### config.mk
export PLATFORM = sky130hd
export DESIGN_NAME = matrix_accelerator
export DESIGN_NICKNAME = d
export VERILOG_FILES = /design/src/rtl/matrix_accelerator.sv
export SDC_FILE = /design/constraint.sdc
export NUM_CORES = 1
export LEC_CHECK = 0
export BUFFER_PORTS_ARGS = -buffer_cell sky130_fd_sc_hd__buf_2
export CAP_MARGIN = 20
export CORE_ASPECT_RATIO = 0.8
export CORE_UTILIZATION = 28
export DETAILED_ROUTE_END_ITERATION = 10
export PLACE_DENSITY = 0.5
export SYNTH_ARGS = -nofsm -noshare
export SYNTH_HDL_FRONTEND = slang
export SYNTH_SLANG_ARGS = --single-unit
### constraint.sdc
create_clock -name Clk -period 7.31 [get_ports Clk]
set_input_delay 0.731 -clock Clk [delete_from_list [all_inputs] [get_ports Clk]]
set_output_delay 0.731 -clock Clk [all_outputs]
set_load 0.05 [all_outputs]
### src/rtl/matrix_accelerator.sv
`default_nettype none
// ============================================================================
// Module      : matrix_accelerator
// Description : Parallel FP16 (binary16) multiply array with a per-lane
//               staging bank, a two-cycle product pipeline and per-output
//               masked result registers.
//               Optional feature macro: FP_ROUND_NEAREST_EN
//                 defined   -> round-to-nearest-even on the 10-bit mantissa
//                 undefined -> truncate (round toward zero)
// Revision    : 1.0  initial release
// ============================================================================
module matrix_accelerator #(
  parameter int                 BITLEN    = 16,
  parameter int                 INPUTS    = 3,
  parameter int                 OUTPUTS   = 3,
  parameter int                 ADDRLEN   = 4,
  parameter logic [ADDRLEN-1:0] REST_ADDR = {ADDRLEN{1'b1}}
) (
  input  logic                       Clk,
  input  logic                       Rst,
  input  logic [INPUTS*BITLEN-1:0]   multiplier_input,
  input  logic [INPUTS*BITLEN-1:0]   multiplicand_input,
  input  logic [ADDRLEN-1:0]         AddressSelect,
  input  logic                       mStart,
  output logic [INPUTS-1:0]          mReady,
  input  logic                       direct,
  input  logic [OUTPUTS-1:0]         Add,
  output logic [OUTPUTS*32-1:0]      flatsumout
);

  // FP16 multiply. Subnormal inputs behave as signed zero and tiny results
  // flush to signed zero, so no denormal path is needed.
  function automatic logic [15:0] fp16_mul(input logic [15:0] a, input logic [15:0] b);
    logic              s;
    logic [4:0]        ea, eb;
    logic [9:0]        fa, fb;
    logic              nan_a, nan_b, inf_a, inf_b, zero_a, zero_b;
    logic [21:0]       prod;
    logic [9:0]        mant;
    logic signed [7:0] e;
    logic [15:0]       res;
`ifdef FP_ROUND_NEAREST_EN
    logic              guard, sticky;
    logic [10:0]       mant_r;
`endif
    s      = a[15] ^ b[15];
    ea     = a[14:10];
    eb     = b[14:10];
    fa     = a[9:0];
    fb     = b[9:0];
    nan_a  = (ea == 5'h1F) && (fa != 10'd0);
    nan_b  = (eb == 5'h1F) && (fb != 10'd0);
    inf_a  = (ea == 5'h1F) && (fa == 10'd0);
    inf_b  = (eb == 5'h1F) && (fb == 10'd0);
    zero_a = (ea == 5'd0);
    zero_b = (eb == 5'd0);

    e    = $signed({3'b000, ea}) + $signed({3'b000, eb}) - 8'sd15;
    prod = {11'd0, 1'b1, fa} * {11'd0, 1'b1, fb};
    // Significand product lies in [1,4): at most one bit of normalisation.
    if (prod[21]) begin
      mant = prod[20:11];
      e    = e + 8'sd1;
    end else begin
      mant = prod[19:10];
    end
`ifdef FP_ROUND_NEAREST_EN
    guard  = prod[21] ? prod[10] : prod[9];
    sticky = prod[21] ? (|prod[9:0]) : (|prod[8:0]);
    mant_r = {1'b0, mant} + {10'd0, guard & (sticky | mant[0])};
    mant   = mant_r[9:0];
    // Mantissa carry-out means 1.111..1 rounded up to 10.0: bump exponent.
    if (mant_r[10]) e = e + 8'sd1;
`endif

    if (nan_a || nan_b) begin
      res = 16'h7E00;
    end else if (inf_a || inf_b) begin
      res = (zero_a || zero_b) ? 16'h7E00 : {s, 5'h1F, 10'h000};
    end else if (zero_a || zero_b) begin
      res = {s, 15'h0000};
    end else if (e > 8'sd30) begin
      res = {s, 5'h1F, 10'h000};
    end else if (e < 8'sd1) begin
      res = {s, 15'h0000};
    end else begin
      res = {s, e[4:0], mant};
    end
    return res;
  endfunction

  logic [BITLEN-1:0] stage_a [INPUTS];
  logic [BITLEN-1:0] stage_b [INPUTS];
  logic [BITLEN-1:0] op_a    [INPUTS];
  logic [BITLEN-1:0] op_b    [INPUTS];
  logic [BITLEN-1:0] prod_c  [INPUTS];
  logic [BITLEN-1:0] prod_q  [INPUTS];
  logic              s1, s2;
  logic              stage_we;

  // REST_ADDR parks the bank; any other out-of-range address simply matches
  // no entry in the write loop below.
  assign stage_we = !direct && (AddressSelect != REST_ADDR);

  // Staging bank: lane-0 operand pair written to the addressed entry.
  always_ff @(posedge Clk or negedge Rst) begin
    if (!Rst) begin
      for (int i = 0; i < INPUTS; i++) begin
        stage_a[i] <= '0;
        stage_b[i] <= '0;
      end
    end else begin
      for (int i = 0; i < INPUTS; i++) begin
        if (stage_we && (AddressSelect == ADDRLEN'(i))) begin
          stage_a[i] <= multiplier_input[BITLEN-1:0];
          stage_b[i] <= multiplicand_input[BITLEN-1:0];
        end
      end
    end
  end

  // Start/valid pipeline: a new start always wins and re-times readiness.
  always_ff @(posedge Clk or negedge Rst) begin
    if (!Rst) begin
      s1     <= 1'b0;
      s2     <= 1'b0;
      mReady <= '0;
      for (int i = 0; i < INPUTS; i++) begin
        op_a[i] <= '0;
        op_b[i] <= '0;
      end
    end else if (mStart) begin
      s1     <= 1'b1;
      s2     <= 1'b0;
      mReady <= '0;
      for (int i = 0; i < INPUTS; i++) begin
        op_a[i] <= direct ? multiplier_input[i*BITLEN +: BITLEN]   : stage_a[i];
        op_b[i] <= direct ? multiplicand_input[i*BITLEN +: BITLEN] : stage_b[i];
      end
    end else begin
      s1 <= 1'b0;
      s2 <= s1;
      if (s2) mReady <= '1;
    end
  end

  generate
    for (genvar i = 0; i < INPUTS; i++) begin : g_lane
      assign prod_c[i] = fp16_mul(op_a[i], op_b[i]);
    end
  endgenerate

  // Product register: loaded one cycle after the start, held otherwise.
  always_ff @(posedge Clk or negedge Rst) begin
    if (!Rst) begin
      for (int i = 0; i < INPUTS; i++) prod_q[i] <= '0;
    end else if (s1) begin
      for (int i = 0; i < INPUTS; i++) prod_q[i] <= prod_c[i];
    end
  end

  // Result registers: each lane updates only when ready and its Add bit is set.
  always_ff @(posedge Clk or negedge Rst) begin
    if (!Rst) begin
      flatsumout <= '0;
    end else begin
      for (int i = 0; i < OUTPUTS; i++) begin
        if (mReady[i] && Add[i]) begin
          flatsumout[i*32 +: 32] <= {{(32-BITLEN){1'b0}}, prod_q[i]};
        end
      end
    end
  end

endmodule
`default_nettype wire

* After elaboration in Yosys (flattened, before gate mapping)
Cells that the tools add are included.
** Word-level totals
- Register bits after elaboration :: 293
- Bits of input ports :: 107
- Output and inout port bits :: 99
- Logic and storage cells :: 134
** Operators by class
- Add/subtract/negate cells :: 9
- $mul :: 3
- $lt $le $gt $ge :: 6
- Equality and inequality tests :: 9
- Muxes and demuxes :: 34
- Bitwise logic cells :: 3
- Reductions and logical operators :: 49
** Operators with widths (number)
- $mux W16 :: 15
- $mux W15 :: 9
- $mul A11 B11 Y22 :: 3
- $logic_not A10 Y1 :: 6
- $reduce_bool A10 Y1 :: 6
- $eq A5 B5 Y1 const B :: 6
- $logic_not A5 Y1 :: 6
- $mux W10 :: 3
- $add A7 B2 Y8 const B :: 3
- $gt A8 B6 Y1 const B :: 3
- $lt A8 B2 Y1 const B :: 3
- $mux W8 :: 3
- $sub A6 B4 Y7 const B :: 3
- $logic_and A1 B1 Y1 :: 19
- $add A5 B5 Y6 :: 3
- $logic_or A1 B1 Y1 :: 9
- $mux W3 :: 2
- $eq A4 B1 Y1 const B :: 1
- $eq A4 B2 Y1 const B :: 1
- $logic_not A4 Y1 :: 1
- $ne A4 B4 Y1 const B :: 1
- $xor A1 B1 Y1 :: 3
- $mux W1 :: 2
- $reduce_bool A2 Y1 :: 1
- $logic_not A1 Y1 :: 1

* Logic depth before layout (Yosys ltp)
- Depth in word-level cells :: 10
- Gate-level depth with buffers :: 25

* Worst setup path before layout
OpenSTA, ideal clock, no wires.
- Path kind :: reg2reg
- Start point :: register op_a[7] (netlist name)
- End point :: register prod_q[0] (netlist name)
- Setup time :: 0.095 ns
- Data arrival time :: 5.882 ns
- Data required time :: 7.215 ns
- Slack :: 1.332 ns
- Cell stages (with the launch flop) :: 26
- Path buffers :: 3
- Clock period less this slack :: 5.978 ns
- Cell sequence :: dfrtp_1 > clkbuf_1 > nand2_1 > fa_1 > inv_1 > fa_1 > inv_1 > fa_1 > inv_1 > fa_1 > inv_1 > fa_1 > inv_1 > ha_1 > nand4_1 > or2_0 > o211ai_1 > nor4b_1 > nor3_1 > buf_6 > nand2_1 > a21o_1 > nor2b_2 > or3b_1 > buf_2 > o32ai_2
** On the way
- Cells in the longest elaborated chain, start to end :: 8
** RTL lines
- from (decl) :: RTL line 94 : logic [BITLEN-1:0] op_a [INPUTS];
- from (signal, indexed assignment) :: RTL line 137 : op_a[i] <= direct ? multiplier_input[i*BITLEN +: BITLEN] : stage_a[i];
- $mul A11 B11 Y22 :: RTL line 59 : prod = {11'd0, 1'b1, fa} * {11'd0, 1'b1, fb};
- $mux W8 :: RTL line 61 : if (prod[21]) begin
- $lt A8 B2 Y1 :: RTL line 84 : end else if (e < 8'sd1) begin
- $mux W15 :: RTL line 84
- $mux W15 :: RTL line 82 : end else if (e > 8'sd30) begin
- $mux W15 :: RTL line 80 : end else if (zero_a || zero_b) begin
- $mux W16 :: RTL line 78 : end else if (inf_a || inf_b) begin
- $mux W16 * :: RTL line 76 : if (nan_a || nan_b) begin
- to (decl) :: RTL line 97 : logic [BITLEN-1:0] prod_q [INPUTS];
Every way passes the cells marked *; elsewhere a longest branch is shown, timed or not.
A chain may end at the register's enable or synchronous reset.

* Worst setup path in the final report
- Start point :: register op_a[5] (netlist name)
- End point :: register prod_q[0] (netlist name)
Same word-level chain as after synthesis.

==> run metrics <==
DRT Wirelength 71400 um; area share of the largest cell type after synthesis 0.285; residual DRC count 0; DIE AREA 92600 um2; RSZ-0062 raised after global routing no; Nets 3299; final slew viol count 0; Crit Path Max Fanout 13; FF+latch count, synth 291; ys flop type dfrtp_1; Distinct cells, synth 82; CP startpoint kind register; vias per cell 4.55; worst hold slack 0.182 ns; WP data required 7.79 ns; Final period util 0.896; list of most frequent post-synthesis cells inv_1, dfrtp_1, nand2_1; Max Cap Viol 0; final setup vio count 0; Vias 18100; reg2reg start op_a[5]; top cells by area, synth dfrtp_1, fa_1, ha_1; core region area 89900 um2; DIE WIDTH 340 um; Final Skew 0.0338 ns; placed cells 3915; CTS resizes 0; post-synthesis async set-or-reset flop share 1.00; Synth area leader dfrtp_1; TritonCTS Buffers 36; GRT overflow 0; setup bufs post-CTS 0; sequential cell area 7280 um2; drt pass-1 iters 5; syn_area_per_cell 9.55 um2; Synth Warn # 0; area of the multi-input gates 16000 um2; clock sink total 291; Worst EP arrival 7.02 ns; wire length per cell 17.9 um; I/O pins 206; setup TNS after final layout 0 ns; most common cell in the synthesized netlist inv_1; synthesized cell area 25600 um2; Worst setup EP type register; slew margin rel. 0.320; num rows 98; drt initial violations 1048; Synth Instances 2679; hold buffer count at CTS 0; Area Overhead vs Synth 11.2%; final hold viol count 0; Post-Route M1 WL 36400 um; first-pass GRT wire length 112000 um; sequential area share after synthesis 0.285; vias in the first global route 18149; I/O Buffers 157; layout cell share with drive strength beyond 1 0.134; gpl congestion 0.869; WL met3 4600 um; fin cells 3982; largest net degree at the start of global routing 130; crit path time final 6.55 ns; worst skew pair latency 0.58 ns; min-delay worst type in2async; initial core utilization 0.285; initial antenna violation count 11; post-route ant nets 0; GRT Total Usage 0.157; root buffer cell clkbuf_16; uppermost routed layer met5; DP Wirelength 55900 um; EDFF count, synth 0; Critical Path Start op_a[5]; CTS max path bufs 3; clock slew at reported path FFs 0.07 ns; Fillers 9462; status finished clean; CTS tree built; H-tree depth 2; wire length on met2 29200 um; crit path kind reg2reg; Least-Margin Pin Slew 1.02 ns; fmax 153 MHz; Die Y 272 um
cell usage in the layout, fill, tap and decap left out, types with 5 or more instances in the layout:
cell	instances
ha_1	198
nor2b_1	14
buf_4	13
nand3_1	23
xor2_1	17
mux2_2	115
o21bai_1	5
nor3_1	20
or4_1	8
dfrtp_1	290
and3_1	11
fa_1	240
nor4_1	20
o211ai_1	12
xnor2_1	36
and2_1	113
o31ai_1	6
o21ai_0	66
conb_1	48
mux2i_1	116
nand4_1	7
clkbuf_1	5
clkinv_2	7
nor2_1	179
nand2b_1	13
o22a_1	5
clkbuf_16	37
a31oi_1	9
inv_1	416
a21oi_1	160
a21o_1	16
o21a_1	9
clkinvlp_4	5
buf_2	154
clkbuf_8	5
nand2_1	249
o22ai_1	34
critical path, cell delays in order, from the launching register on:
cell      delay [ns]
dfrtp_1         0.65
inv_1           0.16
nor2_1          0.14
fa_1            0.45
fa_1            0.58
fa_1            0.44
fa_1            0.54
inv_1           0.06
fa_1            0.48
inv_1           0.04
ha_1            0.35
nand4_1         0.14
or2_0           0.24
o211ai_1        0.25
nor4b_1         0.10
nor3_2          0.22
buf_4           0.23
and2_1          0.18
a311o_2         0.20
nor2b_2         0.15
or3b_1          0.54
o32ai_2         0.31
cell families (layout without fill, tap and decap cells):
group | count (synthesis) | after routing | synth area share
flops | 291 | 291 | 0.285
xor+xnor | 55 | 55 | 0.0200
other cells | 1 | 50 | 0.000147
buf+inv | 597 | 651 | 0.0966
fa+ha+maj | 438 | 438 | 0.285
mux | 231 | 231 | 0.0960
simple gates | 695 | 695 | 0.129
compound gates | 371 | 371 | 0.0888
layout make-up:
type                            instances  area share
Antenna cell                            2    0.000176
Inverter                              416      0.0549
Multi-Input combinational cell       1838       0.563
Sequential cell                       291       0.256
Clock buffer                           47      0.0356
Clock inverter                         17     0.00493
Timing Repair Buffer                  171      0.0325
Tap cell                             1200      0.0528
registers in the layout, summed over array words and instances (netlist names), 48 cells and up:
register and cells:
stage_b 48, op_a 48, op_b 48, stage_a 48
prod_q 48, flatsumout 48
through the flow:
| step | instance area (um2) | util | setup WS [ns] |
|---|---|---|---|
| floorplan | 25800 | - | 1.33 |
| global placement | 27300 | 0.304 | 0.890 |
| detailed placement | 27300 | 0.304 | 0.783 |
| CTS | 28400 | 0.316 | 0.781 |
| global route | 28400 | 0.316 | 0.243 |
| finish | 28400 | 0.317 | 0.763 |
final timing paths:
kind	depth (start not counted)	slack, ns	to
setup / recovery	21	0.76	prod_q[0]
min in group Clk	2	0.45	stage_b[26]
hold reg to reg	2	0.46	mReady[1]
hold / removal	1	0.18	prod_q[12]
setup reg to reg	21	0.76	prod_q[0]
max in group asynchronous	2	5.67	prod_q[39]
layer usage:
layer | vias up | track usage
met5 | - | 0
met4 | 12 | 0.0318
met3 | 73 | 0.0319
met2 | 371 | 0.223
met1 | 8888 | 0.241
li1 | 8756 | -
Power is not shown: default switching activity piles up to over one toggle a cycle in this logic, so the estimate is an artifact.
